## config.mk

```make
export PLATFORM = sky130hd
export DESIGN_NAME = axi_read_arbiter
export DESIGN_NICKNAME = d
export VERILOG_FILES = /design/src/rtl/axi_read_arbiter.sv
export SDC_FILE = /design/constraint.sdc
export NUM_CORES = 1
export LEC_CHECK = 0
export BUFFER_PORTS_ARGS = -buffer_cell sky130_fd_sc_hd__buf_4
export CELL_PAD_IN_SITES_DETAIL_PLACEMENT = 1
export CELL_PAD_IN_SITES_GLOBAL_PLACEMENT = 1
export CORE_AREA = 2 2 106 108
export CTS_CLUSTER_SIZE = 12
export DETAILED_ROUTE_END_ITERATION = 6
export DIE_AREA = 0 0 108 110
export PLACE_DENSITY = 0.9
export SYNTH_ARGS = -nofsm -noshare
export SYNTH_HDL_FRONTEND = slang
export SYNTH_SLANG_ARGS = --single-unit
export TNS_END_PERCENT = 50
```

## constraint.sdc

```tcl
create_clock -name clk -period 2.6 [get_ports clk]
set_input_delay 0.26 -clock clk [delete_from_list [all_inputs] [get_ports clk]]
set_output_delay 0.26 -clock clk [all_outputs]
set_load 0.02 [all_outputs]
```

## src/rtl/axi_read_arbiter.sv

```systemverilog
// Three-master AXI read arbiter: fixed priority m0 > m1 > m2 with a cap on consecutive m0 wins.
// A grant covers one whole transaction, from the AR handshake through the RLAST beat.
module axi_read_arbiter #(
    parameter int unsigned ADDR_W       = 32,
    parameter int unsigned DATA_W       = 32,
    parameter int unsigned STARVE_LIMIT = 4
) (
    input  logic                  clk,
    input  logic                  rst_n,
    input  logic [2:0]            m_arvalid,
    output logic [2:0]            m_arready,
    input  logic [3*ADDR_W-1:0]   m_araddr,
    input  logic [23:0]           m_arlen,
    input  logic [8:0]            m_arsize,
    input  logic [5:0]            m_arburst,
    output logic [2:0]            m_rvalid,
    input  logic [2:0]            m_rready,
    output logic [DATA_W-1:0]     m_rdata,
    output logic [1:0]            m_rresp,
    output logic                  m_rlast,
    output logic                  s_arvalid,
    input  logic                  s_arready,
    output logic [ADDR_W-1:0]     s_araddr,
    output logic [7:0]            s_arlen,
    output logic [2:0]            s_arsize,
    output logic [1:0]            s_arburst,
    input  logic                  s_rvalid,
    output logic                  s_rready,
    input  logic [DATA_W-1:0]     s_rdata,
    input  logic [1:0]            s_rresp,
    input  logic                  s_rlast,
    output logic [2:0]            grnt,
    output logic                  busy
);

    typedef enum logic [1:0] {StIdle, StAddr, StData} state_e;

    localparam logic [3:0] Limit = 4'(STARVE_LIMIT);

    state_e     state_q, state_d;
    logic [1:0] owner_q, owner_d;
    logic [3:0] win_cnt_q, win_cnt_d;
    logic [1:0] sel;
    logic       others_req;
    logic [2:0] owner_oh;

    always_ff @(posedge clk or negedge rst_n) begin
        if (!rst_n) begin
            state_q   <= StIdle;
            owner_q   <= 2'd0;
            win_cnt_q <= 4'd0;
        end else begin
            state_q   <= state_d;
            owner_q   <= owner_d;
            win_cnt_q <= win_cnt_d;
        end
    end

    // Once m0 has used up its run of wins, a waiting m1/m2 takes the next grant.
    always_comb begin
        others_req = |m_arvalid[2:1];
        if (win_cnt_q == Limit && others_req) begin
            sel = m_arvalid[1] ? 2'd1 : 2'd2;
        end else if (m_arvalid[0]) begin
            sel = 2'd0;
        end else if (m_arvalid[1]) begin
            sel = 2'd1;
        end else begin
            sel = 2'd2;
        end
    end

    always_comb begin
        state_d   = state_q;
        owner_d   = owner_q;
        win_cnt_d = win_cnt_q;
        unique case (state_q)
            StIdle: begin
                if (|m_arvalid) begin
                    state_d   = StAddr;
                    owner_d   = sel;
                    win_cnt_d = (sel == 2'd0 && others_req) ? win_cnt_q + 4'd1 : 4'd0;
                end
            end
            StAddr: if (s_arvalid && s_arready) state_d = StData;
            StData: if (s_rvalid && s_rready && s_rlast) state_d = StIdle;
            default: state_d = StIdle;
        endcase
    end

    always_comb begin
        owner_oh  = 3'b001 << owner_q;
        busy      = (state_q != StIdle);
        grnt      = busy ? owner_oh : 3'b000;
        s_arvalid = (state_q == StAddr) && |(m_arvalid & owner_oh);
        m_arready = (state_q == StAddr && s_arready) ? owner_oh : 3'b000;
        m_rvalid  = (state_q == StData && s_rvalid) ? owner_oh : 3'b000;
        s_rready  = (state_q == StData) && |(m_rready & owner_oh);
        m_rdata   = s_rdata;
        m_rresp   = s_rresp;
        m_rlast   = s_rlast;
    end

    // Payload follows the owner register in every state.
    always_comb begin
        case (owner_q)
            2'd1: begin
                s_araddr  = m_araddr[ADDR_W +: ADDR_W];
                s_arlen   = m_arlen[15:8];
                s_arsize  = m_arsize[5:3];
                s_arburst = m_arburst[3:2];
            end
            2'd2: begin
                s_araddr  = m_araddr[2*ADDR_W +: ADDR_W];
                s_arlen   = m_arlen[23:16];
                s_arsize  = m_arsize[8:6];
                s_arburst = m_arburst[5:4];
            end
            default: begin
                s_araddr  = m_araddr[ADDR_W-1:0];
                s_arlen   = m_arlen[7:0];
                s_arsize  = m_arsize[2:0];
                s_arburst = m_arburst[1:0];
            end
        endcase
    end

endmodule
```

# Word-level counts from Yosys, hierarchy flattened
# Cells that the tools add are included.
[op_classes] bitwise_logic=2 reduce_logical=18 n_mux=15 n_shift=1 eq_ne=8 add_sub_neg=1
[op_table] op="$pmux 32 s2" count=1
[op_table] op="$pmux 8 s2" count=1
[op_table] op="$mux 2" count=6
[op_table] op="$logic_and 1x1->1" count=9
[op_table] op="$mux 3" count=3
[op_table] op="$reduce_or 3->1" count=3
[op_table] op="$and 3x3->3" count=2
[op_table] op="$ne 2x2->1 const B" count=3
[op_table] op="$pmux 2 s3" count=1
[op_table] op="$pmux 3 s2" count=1
[op_table] op="$add 4x1->4 const B" count=1
[op_table] op="$eq 2x1->1 const B" count=2
[op_table] op="$eq 2x2->1 const B" count=2
[op_table] op="$eq 4x3->1 const B" count=1
[op_table] op="$logic_not 2->1" count=2
[op_table] op="$mux 4" count=1
[op_table] op="$pmux 2 s2" count=1
[op_table] op="$reduce_and 3->1" count=1
[op_table] op="$shl 1x2->3 const A" count=1
[op_table] op="$reduce_and 2->1" count=1
[op_table] op="$reduce_bool 2->1" count=1
[op_table] op="$reduce_or 2->1" count=1
[totals] in_bits=180 register_bits=8

# Longest topological paths before layout
# Gate-level depths: netlist of the first run.
[logic_depth] word_depth=8 ltp_mapped=7 mapped_depth_nobuf=5

# Least setup slack after synthesis of the first run
# Ideal clock, no wire load.
[synth_timing] path_kind="reg-to-output" startpoint="register owner_q[0]" endpoint="output s_araddr[0]" n_path_buf=2 required_ns=2.340 stages_incl_launch_ff=7 slack_ns=0.829 arrival_ns=1.511 cell_sequence="dfrtp_1 > inv_1 > ha_1 > buf_2 > clkbuf_1 > nor2_1 > a21oi_1"
[synth_between] elab_chain_len=2 word_cells_on_any_way=3 cone_classes="2 x eq/ne; 1 x mux"
[synth_rtl] item="start: declaration" line="41" source="logic [1:0] owner_q, owner_d;"
[synth_rtl] item="start signal: assignment" line="54" source="owner_q <= owner_d;"
[synth_rtl] item="$eq 2x2->1 or $eq 2x1->1 (tied branches)" line="106" source="case (owner_q)"
[synth_rtl] item="$pmux 32 s2 (*)" line="106"
[synth_rtl] item="end: declaration" line="23" source="output logic [ADDR_W-1:0] s_araddr,"
# Mark *: on every way between the ends. The rest lies on a longest branch, timed or not.

# Final worst setup path of the first run
[layout_timing] startpoint="register owner_q[0]" endpoint="output s_araddr[29]"
# Same word-level chain as after synthesis.

==> results of run 1 <==
==> registers in the layout, summed over array words and instances, names as in the netlist <==
| register | count |
|---|---|
| win_cnt_q | 4 |
| owner_q | 2 |
| state_q | 2 |
==> critical path: stages (launching register included) <==
cell     delay [ns]
dfrtp_1        0.40
inv_1          0.10
ha_2           0.47
buf_12         0.25
a22oi_1        0.11
a21oi_1        0.25
buf_4          0.19
==> per-layer routing <==
metal | global-route usage | wire [um] | vias up
li1 | - | - | 1194
met1 | 0.129 | 3050 | 1173
met2 | 0.301 | 5240 | 176
met3 | 0.0388 | 1090 | 6
met4 | 0.0174 | 72 | 0
met5 | 0 | 0 | -
==> cell usage after synthesis, types with 2 or more instances <==
| library cell | count | area (um^2) |
|---|---|---|
| buf_6 | 2 | 22.5 |
| dfrtp_1 | 8 | 200 |
| and2_1 | 3 | 18.8 |
| a222oi_1 | 2 | 20.0 |
| o21ai_0 | 4 | 20.0 |
| inv_1 | 10 | 37.5 |
| clkbuf_1 | 10 | 37.5 |
| ha_1 | 5 | 62.6 |
| a21oi_1 | 46 | 230 |
| nand2_1 | 4 | 15.0 |
| and3_1 | 6 | 37.5 |
| buf_2 | 8 | 40.0 |
| a22oi_1 | 45 | 338 |
| nor2_1 | 47 | 176 |
| nor2b_1 | 4 | 25.0 |
| nand2b_1 | 2 | 12.5 |
| o221ai_1 | 2 | 17.5 |
| buf_4 | 36 | 270 |
==> what timing repair did <==
action | in CTS | in global routing
buffers inserted | 0 | 0
endpoints found under the hold margin | 8 | 0
hold buffers | 1 | 0
==> cells by family (layout without fill, tap and decap cells) <==
kind of cell / after synthesis / after routing
AO/OA/AOI/OAI: 104 / 104
adder cells (fa/ha/maj): 5 / 5
buffers and inverters: 66 / 221
flip-flops: 8 / 8
multiplexers: 1 / 1
AND/OR/NAND/NOR: 71 / 71
==> where the power goes <==
part	internal, W	total, W	switching, W
Sequential	0.000179	0.000222	0.0000425
Clock	0.000100	0.000150	0.0000498
Combinational	0.00168	0.00421	0.00252
==> layout by cell type, fill, tap and decap left out, types with 3 or more instances in the layout <==
cell type and instances:
nor2_1 47, buf_4 205, and2_1 3, clkbuf_8 3, nor2b_1 4, o21ai_0 4, a21oi_1 46, nand2_1 4
dfrtp_1 8, and3_1 6, inv_1 10, a22oi_1 45, ha_2 3
==> stage by stage <==
stage | hold WS, ns | instance area, um^2 | total power, W
2_1_floorplan | -0.0356 | 1670 | 0.00275
3_3_place_gp | 0.0828 | 3060 | 0.00434
3_5_place_dp | 0.0877 | 3060 | 0.00448
4_1_cts | 0.327 | 3110 | 0.00465
5_1_grt | 0.330 | 3110 | 0.00493
6_report | 0.328 | 3110 | 0.00458
==> area by class of cell <==
type                       count  area, um^2  share of cell area
inverter                      10        37.5              0.0121
multi-input combinational    181        1070               0.343
timing repair buffer         208        1590               0.511
clock buffer                   3        41.3              0.0133
sequential                     8         200              0.0644
tap                          140         175              0.0563
==> worst paths after layout <==
kind	startpoint	endpoint	slack, ns	depth (start not counted)
worst max-delay path	owner_q[0]	s_araddr[29]	0.33	6
worst min-delay path	m_arvalid[1]	owner_q[0]	0.33	2
worst max register to register	owner_q[1]	state_q[1]	0.82	6
worst min register to register	owner_q[0]	owner_q[0]	0.56	1
max in group asynchronous	rst_n	owner_q[1]	2.07	2
min in group asynchronous	rst_n	win_cnt_q[3]	0.39	2
==> impl_metrics.json, run 1 <==
{
  "outcome": "finished clean",
  "synth_top_family_by_area": "compound AO/OA/AOI/OAI gates",
  "muxShareOfSynthArea": 0.00600,
  "required_ns": 2.34,
  "io_pins": 272,
  "io_buffers": 203,
  "nFillCells": 1363,
  "finalHoldViolCount": 0,
  "dieArea_mm2": 0.0119,
  "root_buffer": "clkbuf_8",
  "clock_path_buffers": 2,
  "synthFlopType": "dfrtp_1",
  "drv_cap": 0,
  "rows": 38,
  "antenna_found_initial": 0,
  "ir_drop_mv": 0.661,
  "routed_wirelength_um": 9450,
  "final_layout_size_suffix_gt1_frac": 0.524,
  "period_share": 0.872,
  "core-area_mm2": 0.0107,
  "syn_area_per_cell_um2": 6.54,
  "yosysSeqAreaShare": 0.120,
  "finalSetupViolCount": 0,
  "fin_crit_ns": 2.27,
  "grt_overflow": 0,
  "rsz0062_at_grt": "no",
  "instances_no_fill": 550,
  "clock_latency_ns": 0.23,
  "critPathKind": "reg2out",
  "synth_nets": 440,
  "via_per_inst": 4.63,
  "clock_sinks": 8,
  "yosysWarnings": 0,
  "cts_resized": 0,
  "power_density_mw_per_mm2": 1470,
  "synth_cells": 255,
  "yosys.area_share.simple": 0.193,
  "antennaDiodeCount": 0,
  "tritoncts": "done",
  "dp_hpwl_um": 7970,
  "place_congestion": 0.756,
  "ys_types": 29,
  "clkTransAtPathRegs_ns": 0.04,
  "synth_compound_area_frac": 0.399,
  "grt.total_usage": 0.139,
  "post_drt_wl_per_cell_um": 17.2,
  "grt_pass1_wl_um": 13000,
  "num_vias": 2549,
  "hold_path_class": "in2reg",
  "synth_edf_count": 0,
  "first_global_vias": 2594,
  "synth_fa_ha_area_frac": 0.0375,
  "clock_skew_ns": 0.00357,
  "synth_xor_area_frac": 0,
  "initial_core_util": 0.156,
  "worstMarginPinSlew_ns": 0.607,
  "startpoint_type": "flop",
  "firstDrtPassIters": 4,
  "cts_max_level": 1,
  "fmax_mhz": 441,
  "path_max_fanout": 31,
  "maxSlewViolCount": 0,
  "drtIter0Drc": 146,
  "antenna_left": 0,
  "fin_nets": 597,
  "synth-seq-cells": 8,
  "drc": 0,
  "worst_slack_ns": 0.332,
  "p_leak_nw": 1.54,
  "grt_max_degree": 64,
  "netlist_area_mm2": 0.00167,
  "utilization": 0.291,
  "arrival_ns": 2.01,
  "dp.cells": 546,
  "setup.worst_path.end_class": "primary output",
  "pre_cts_ws_ns": 0.524,
  "die_y_um": 110,
  "cts_made_buffers": 3,
  "area_growth_pct": 86.5,
  "async_flop_share": 1.00,
  "die_x_um": 108,
  "fin_tns_setup_ns": 0,
  "slew_headroom": 0.595
}
Note: power is estimated with default switching activity, not from simulation.
==> run 2, diff against run 1 <==
==> constraint.sdc (replaced) <==
create_clock -name clk -period 2.6 [get_ports clk]
set_input_delay 0.13 -clock clk [delete_from_list [all_inputs] [get_ports clk]]
set_output_delay 0.13 -clock clk [all_outputs]
set_load 0.02 [all_outputs]
==> impl_metrics.json, run 2 (synthesis results as in run 1) <==
{
  "regMostFlops": "win_cnt_q",
  "power_density_mw_per_mm2": 1460,
  "fin_tns_setup_ns": 0,
  "io_pins": 272,
  "grt.total_usage": 0.137,
  "dieArea_mm2": 0.0119,
  "maxSlewViolCount": 0,
  "arrival_ns": 2.24,
  "rows": 38,
  "wl_met3_um": 996,
  "tritoncts": "done",
  "drtIter0Drc": 133,
  "antenna_left": 0,
  "rr_endpoint": "state_q[1]",
  "drc": 0,
  "layout_common_cells": "buf_4, nor2_1, a21oi_1",
  "antenna_found_initial": 0,
  "rr_worst_depth": 5,
  "outcome": "finished clean",
  "die_y_um": 110,
  "hold-path-cell-count": 2,
  "wl_met1_um": 3280,
  "rsz0062_at_grt": "no",
  "fin_nets": 597,
  "grt_pass1_wl_um": 13000,
  "num_vias": 2567,
  "first_global_vias": 2630,
  "clock_sinks": 8,
  "ir_drop_mv": 0.625,
  "initial_core_util": 0.156,
  "root_buffer": "clkbuf_8",
  "clock_path_buffers": 2,
  "finalSetupViolCount": 0,
  "clock_latency_ns": 0.23,
  "route.met2.wl_um": 5100,
  "die_x_um": 108,
  "cts_resized": 0,
  "final_common_cell": "buf_4",
  "startpoint_type": "flop",
  "antennaDiodeCount": 0,
  "finalHoldViolCount": 0,
  "fmax_mhz": 422,
  "nFillCells": 1342,
  "path_max_fanout": 30,
  "final_layout_size_suffix_gt1_frac": 0.524,
  "cts_max_level": 1,
  "firstDrtPassIters": 4,
  "worstMarginPinSlew_ns": 0.607,
  "grt_max_degree": 64,
  "fin_crit_ns": 2.37,
  "place_congestion": 0.739,
  "setup.worst_path.end_class": "primary output",
  "highest_layer": "met4",
  "post_drt_wl_per_cell_um": 17.3,
  "area_growth_pct": 85.0,
  "p_leak_nw": 1.53,
  "grt_overflow": 0,
  "core-area_mm2": 0.0107,
  "hold_path_class": "in2reg",
  "period_share": 0.912,
  "required_ns": 2.47,
  "cts_made_buffers": 3,
  "critPathKind": "reg2out",
  "r2r_start": "owner_q[1]",
  "clock_skew_ns": 0.00300,
  "routed_wirelength_um": 9510,
  "largest_reg_flops": 4,
  "r2r_slack_ns": 0.97,
  "drv_cap": 0,
  "slew_headroom": 0.596,
  "clkTransAtPathRegs_ns": 0.04,
  "io_buffers": 203,
  "hold_start": "m_arvalid[1]",
  "whs_ns": 0.199,
  "top_regs": "win_cnt_q (4), owner_q (2), state_q (2)",
  "hold_end": "owner_q[0]",
  "via_per_inst": 4.67,
  "dp_hpwl_um": 8020
}
[run 2: cell count changes in the layout (fill, tap and decap cells not counted)]
cell	change
buf_12	-2
buf_4	+2
[run 2: final cells by class]
class / instances / area (um^2) / share of cell area
Timing Repair Buffer: 208 / 1560 / 0.507
Multi-Input combinational cell: 181 / 1070 / 0.346
Sequential cell: 8 / 200 / 0.0649
Tap cell: 140 / 175 / 0.0568
Clock buffer: 3 / 41.3 / 0.0134
Inverter: 10 / 37.5 / 0.0122
[run 2: metal layers]
metal | global-route usage | vias to the layer above
li1 | - | 1196
met2 | 0.281 | 177
met3 | 0.0306 | 10
met4 | 0.0275 | 0
met1 | 0.142 | 1184
met5 | 0 | -
[run 2: power by group]
| group | internal [W] | switching (W) | leakage (nW) |
|---|---|---|---|
| registers | 0.000179 | 0.0000394 | 0.103 |
| logic | 0.00164 | 0.00250 | 1.41 |
| clock network | 0.000100 | 0.0000458 | 0.0216 |
| total | 0.00192 | 0.00258 | 1.53 |
[run 2: worst max path at each step]
stage	endpoint	slack [ns]	cells past startpoint	start
3_3_place_gp	s_arsize[1]	0.54	6	owner_q[0]
3_5_place_dp	s_arsize[1]	0.45	6	owner_q[0]
5_1_grt	s_arsize[1]	0.06	6	owner_q[0]
4_1_cts	s_arsize[1]	0.20	6	owner_q[0]
2_1_floorplan	s_araddr[0]	0.96	6	owner_q[0]
6_report	s_arsize[1]	0.23	6	owner_q[0]
[run 2: worst max-delay path, cell delays in order (launching register included)]
cell     delay, ns
dfrtp_1       0.39
inv_1         0.09
ha_2          0.46
buf_4         0.42
a22oi_1       0.15
a21oi_1       0.29
buf_4         0.21
[run 2: per-stage QoR]
stage / area (um^2) / util / instances / total power (W) / worst slack (ns)
2_1_floorplan: 1670 / - / 255 / 0.00275 / 0.959
3_3_place_gp: 3030 / 0.284 / 546 / 0.00431 / 0.535
3_5_place_dp: 3030 / 0.284 / 546 / 0.00441 / 0.447
4_1_cts: 3090 / 0.288 / 550 / 0.00458 / 0.204
5_1_grt: 3090 / 0.288 / 550 / 0.00483 / 0.0595
6_report: 3090 / 0.288 / 550 / 0.00451 / 0.228
[run 2: timing repair]
item / 4_1_cts / 5_1_grt
endpoints found under the hold margin: 8 / 0
hold buffers: 1 / 0
buffers inserted: 0 / 0
